--- config.mk ---
export PLATFORM = sky130hd
export DESIGN_NAME = divider_seq
export DESIGN_NICKNAME = d
export VERILOG_FILES = /design/src/rtl/divider_seq.sv
export SDC_FILE = /design/constraint.sdc
export NUM_CORES = 1
export LEC_CHECK = 0
export BUFFER_PORTS_ARGS = -buffer_cell sky130_fd_sc_hd__buf_2
export CORE_ASPECT_RATIO = 0.75
export CORE_MARGIN = 10
export CORE_UTILIZATION = 30
export DETAILED_ROUTE_END_ITERATION = 10
export HOLD_SLACK_MARGIN = 0.15
export SETUP_SLACK_MARGIN = 0.02
export SYNTH_ARGS = -nofsm -noshare
export SYNTH_HDL_FRONTEND = slang
export SYNTH_SLANG_ARGS = --single-unit
--- constraint.sdc ---
create_clock -name clk -period 4.95 [get_ports clk]
set_input_delay 0 -clock clk [delete_from_list [all_inputs] [get_ports clk]]
set_output_delay 0 -clock clk [all_outputs]
set_load 0.005 [all_outputs]
--- src/rtl/divider_seq.sv ---
// divider_seq: sequential unsigned divider (restoring shift-subtract),
// producing one quotient bit per clock beside the combinational ALU.
//
// Ports:
//   clk      - system clock, rising edge
//   reset    - asynchronous active-low reset
//   dataA    - dividend, sampled on the start edge only
//   dataB    - divisor, sampled on the start edge only
//   Signal   - function code; only DIVU starts a division
//   dataOut  - {remainder, quotient} (HI/LO layout), held until next completion
//   busy     - high while the division steps are running
//   done     - one-cycle pulse right after dataOut is updated
//   div_zero - latched divisor was zero; updated together with dataOut
module divider_seq #(
  parameter int          WIDTH = 32,
  parameter logic [5:0]  DIVU  = 6'b011011
) (
  input  logic                 clk,
  input  logic                 reset,
  input  logic [WIDTH-1:0]     dataA,
  input  logic [WIDTH-1:0]     dataB,
  input  logic [5:0]           Signal,
  output logic [2*WIDTH-1:0]   dataOut,
  output logic                 busy,
  output logic                 done,
  output logic                 div_zero
);

  localparam int CW = $clog2(WIDTH);

  typedef enum logic [1:0] {IDLE, RUN, DONE} state_t;

  state_t               state_q, state_d;
  logic [CW-1:0]        cnt_q, cnt_d;
  logic [WIDTH-1:0]     rem_q, rem_d;
  logic [WIDTH-1:0]     quot_q, quot_d;
  logic [WIDTH-1:0]     dvs_q, dvs_d;
  logic [2*WIDTH-1:0]   dout_q, dout_d;
  logic                 dz_q, dz_d;

  logic                 start;
  logic [WIDTH:0]       trial;
  logic [WIDTH-1:0]     rem_nx, quot_nx;

  assign start = (Signal == DIVU);

  // Partial remainder always stays below the divisor, so WIDTH bits hold it;
  // the extra trial bit keeps the shifted-out MSB when the divisor's MSB is set.
  assign trial   = {rem_q, quot_q[WIDTH-1]} - {1'b0, dvs_q};
  assign rem_nx  = trial[WIDTH] ? {rem_q[WIDTH-2:0], quot_q[WIDTH-1]} : trial[WIDTH-1:0];
  assign quot_nx = {quot_q[WIDTH-2:0], ~trial[WIDTH]};

  always_ff @(posedge clk or negedge reset) begin
    if (!reset) begin
      state_q <= IDLE;
      cnt_q   <= '0;
      rem_q   <= '0;
      quot_q  <= '0;
      dvs_q   <= '0;
      dout_q  <= '0;
      dz_q    <= 1'b0;
    end else begin
      state_q <= state_d;
      cnt_q   <= cnt_d;
      rem_q   <= rem_d;
      quot_q  <= quot_d;
      dvs_q   <= dvs_d;
      dout_q  <= dout_d;
      dz_q    <= dz_d;
    end
  end

  always_comb begin
    state_d = state_q;
    cnt_d   = cnt_q;
    rem_d   = rem_q;
    quot_d  = quot_q;
    dvs_d   = dvs_q;
    dout_d  = dout_q;
    dz_d    = dz_q;
    case (state_q)
      // DONE accepts a new start exactly like IDLE, allowing back-to-back ops.
      IDLE, DONE: begin
        if (start) begin
          rem_d   = '0;
          quot_d  = dataA;
          dvs_d   = dataB;
          cnt_d   = '0;
          state_d = RUN;
        end else begin
          state_d = IDLE;
        end
      end
      RUN: begin
        rem_d  = rem_nx;
        quot_d = quot_nx;
        cnt_d  = cnt_q + CW'(1);
        if (cnt_q == CW'(WIDTH-1)) begin
          dout_d  = {rem_nx, quot_nx};
          dz_d    = (dvs_q == '0);
          state_d = DONE;
        end
      end
      default: state_d = IDLE;
    endcase
  end

  assign busy     = (state_q == RUN);
  assign done     = (state_q == DONE);
  assign dataOut  = dout_q;
  assign div_zero = dz_q;

endmodule

==> reports/results.tsv <==
stage	metric	value	unit
yosys	syn_area_per_cell	8.800	um^2
layout	fin_nets	1279	
hold_path	min-delay-start	dataB[12]	
clock_tree	hold_buffers	67	
power_and_ir_drop	p_leak	5.242	nW
place	place_area	0.009808	mm^2
sta	period_needed	3.837	ns
yosys	yosysSeqAreaShare	47.97	%
yosys	synthCells	996	
routing	vias	7743	
setup_path	end_kind	flip-flop	
yosys	yosys.area.top_type_share	47.97	%
clock_tree	clkTransAtPathRegs	0.08	ns
setup_path	critPathLaunchType	flip-flop	
layout	multi_input_area	0.004203	mm^2
clock_tree	clockBufferDepth	2	
power_and_ir_drop	ir_drop	243.2	uV
routing	drtAntennaViolNets	0	
place	place.gp.congestion	0.8574	
yosys	synth_warnings	0	
sta	fin_crit_sh	77.51	%
setup_path	crit_fanout	31	
setup_path	crit_family	simple AND/OR/NAND/NOR gates	
die	die_area	0.03652	mm^2
power_and_ir_drop	power_density	484.8	mW/mm^2
yosys	synth_seq_cells	168	
yosys	synthesis.area	0.008765	mm^2
status	status	complete, no violations	
yosys	synth_edf_count	0	
sta	report.final.slew_viol_count	0	
place	port_buffers	138	
clock_tree	cts_buffers	17	
layout	register_area	0.004204	mm^2
routing	drt_iter0_drc	516	
routing	wl_per_cell	16.94	um
global_route	grt_util_all_layers	14.58	%
global_route	antenna_found_initial	0	
clock_tree	post_cts_buffers	0	
layout	design_area	0.01105	mm^2
clock_tree	cts_sinks	168	
yosys	synth_area_leader_cell	dfrtp_1	
clock_tree	cts-root-buf	clkbuf_16	
global_route	grt_pass1_vias	7682	
layout	drive_above_1_share	16.71	%
setup_path	path_class	reg -> reg	
sta	fmax	260.6	MHz
routing	viasPerCell	4.910	
place	place_inst	1478	
sta	relSlewSlack	22.47	%
routing	drt-total-wl	26710	um
layout	post-route-util	38.21	%
job	max_cap_viol_count	0	
sta	skew	0.01406	ns
sta	worst_slew_pin_slew	1.160	ns
sta	finalSetupViolCount	0	
setup_path	crit_slowest_cell	or4_4	
die	die_x	217.4	um
sta	hold_viol_final	0	
global_route	grt_pass1_wl	42950	um
die	fp.dieH	168.0	um
global_route	grt_max_degree	98	
place	dpl.hpwl	18960	um
die	start_util	30.31	%
setup_path	cp_slowest_stage_delay	0.78	ns
die	std_cell_rows	54	
yosys	synth_cell_types	67	
global_route	overflow	0	
clock_tree	cts_tree	done	
layout	finish.cell_count_without_fillers	1577	
layout	n_fill_cell	2958	
hold_path	hp-class	in -> reg	
yosys	synthArstFlopShare	100.0	%
setup_path	path_buf_inv	2	
clock_tree	htree_levels	4	
sta	final.setup.tns	0	ns
routing	first_pass_iters	5	
die	fp.coreArea	0.02892	mm^2
layout	area_growth	26.07	%
clock_tree	insertion_delay	0.44	ns
yosys	synth.net_count	1103	
yosys	synth_flop_cell	dfrtp_1	
setup_path	required	5.30	ns
die	ioPinCount	139	
layout	diodes	0	
routing	drc	0	
setup_path	crit_chain	inv_1, ha_1, inv_1, fa_1, a211oi_2, o21ai_1, o211ai_1, nand3_1, a31oi_2, nand3_2, or4_4, o21ai_1	
setup_path	r2r_start	quot_q[31]	
setup_path	cp.arrival	4.19	ns
clock_tree	cts_resized	0	
yosys	synth_area_leaders	dfrtp_1 48%, nand2_1 8.1%, o21ai_0 6.4%, ha_1 4.9%, nor2_1 3.6%	
setup_path	cp-startpoint	quot_q[31]	
sta	rsz0062_at_grt	no	
## synth_stat cells (4+ instances only)
master    instances
nand2_1         188
nor4_1            9
o22ai_1          31
o21ai_0         112
xnor2_1          12
and2_1           14
mux2i_1          25
dfrtp_1         168
nor3_1           13
a21o_1            8
clkbuf_1         39
nor2b_1           4
buf_2             7
ha_1             34
a21boi_0          4
nor2_1           83
a21oi_1          31
a31oi_1          13
inv_1            37
nand4_1           9
nand3_1          55
nand2b_1          5
o211ai_1         13
buf_1             8
xor2_1            8
o21a_1            5
## power by group
part	total (mW)	switching, mW	internal (mW)
Clock	1.32	0.637	0.682
Combinational	2.03	1.20	0.826
Sequential	2.01	0.286	1.72
## worst reg2reg max path, cell delays in order, from the launching register on
cell and delay, ns:
dfrtp_1 0.37, inv_1 0.08, ha_1 0.17, inv_1 0.05, fa_1 0.43, a211oi_2 0.20
o21ai_1 0.19, o211ai_1 0.29, nand3_1 0.15, a31oi_2 0.26, nand3_2 0.64, or4_4 0.79
o21ai_1 0.14
## final timing paths
kind                          endpoint  slack [ns]  cells past startpoint
min in group asynchronous  dataOut[59]        0.63                      3
min reg2reg                 dataOut[7]        0.47                      2
max reg2reg                dataOut[63]        1.11                     12
max                        dataOut[63]        1.11                     12
min                          dvs_q[12]        0.30                      4
max in group asynchronous  dataOut[11]        3.15                      4
## routing by layer
| metal | up-vias | track usage (%) | share of wire, % |
|---|---|---|---|
| li1 | 3830 | - | - |
| met1 | 3709 | 20.33 | 49 |
| met2 | 190 | 22.01 | 44 |
| met3 | 14 | 4.065 | 5.6 |
| met4 | 0 | 3.033 | 0.83 |
| met5 | - | 0 | 0 |
## stage by stage
stage / worst slack, ns / hold slack (ns) / power, mW
2_1_floorplan: 2.047 / -0.2956 / 3.425
3_3_place_gp: 1.191 / 0.007098 / 3.972
3_5_place_dp: 1.126 / 0.01222 / 4.008
4_1_cts: 1.103 / 0.2820 / 5.395
5_1_grt: 0.7379 / 0.3057 / 5.760
6_report: 1.113 / 0.3005 / 5.357
## cell families (layout without fill, tap and decap cells)
kind of cell,after synthesis,count (layout),synth area share (%)
flops,168,168,47.97
fa+ha+maj,35,35,5.082
simple gates,403,403,20.49
compound gates,248,248,17.16
buf+inv,96,285,4.325
xor+xnor,20,20,1.999
mux,26,26,2.984
## final cells by class
| type | count | share of cell area, % |
|---|---|---|
| Clock buffer | 19 | 4.009 |
| Sequential cell | 168 | 38.05 |
| Clock inverter | 13 | 1.155 |
| Tap cell | 392 | 4.439 |
| Timing Repair Buffer | 214 | 12.99 |
| Inverter | 39 | 1.325 |
| Multi-Input combinational cell | 732 | 38.04 |
## cell usage in the layout (no fill, tap or decap), types with 25 or more instances in the layout
| cell type | instances |
|---|---|
| buf_2 | 137 |
| inv_1 | 37 |
| ha_1 | 34 |
| o22ai_1 | 31 |
| dfrtp_1 | 168 |
| mux2i_1 | 25 |
| nand3_1 | 54 |
| a21oi_1 | 31 |
| nand2_1 | 187 |
| dlygate4sd3_1 | 67 |
| o21ai_0 | 112 |
| nor2_1 | 83 |
## flip-flops by register name, indices dropped and copies added, names as in the netlist
name and flops:
dataOut 64, rem_q 32, state_q 2, quot_q 32
cnt_q 5, dvs_q 32, div_zero 1
No activity file was read; power rests on OpenSTA's default activity.
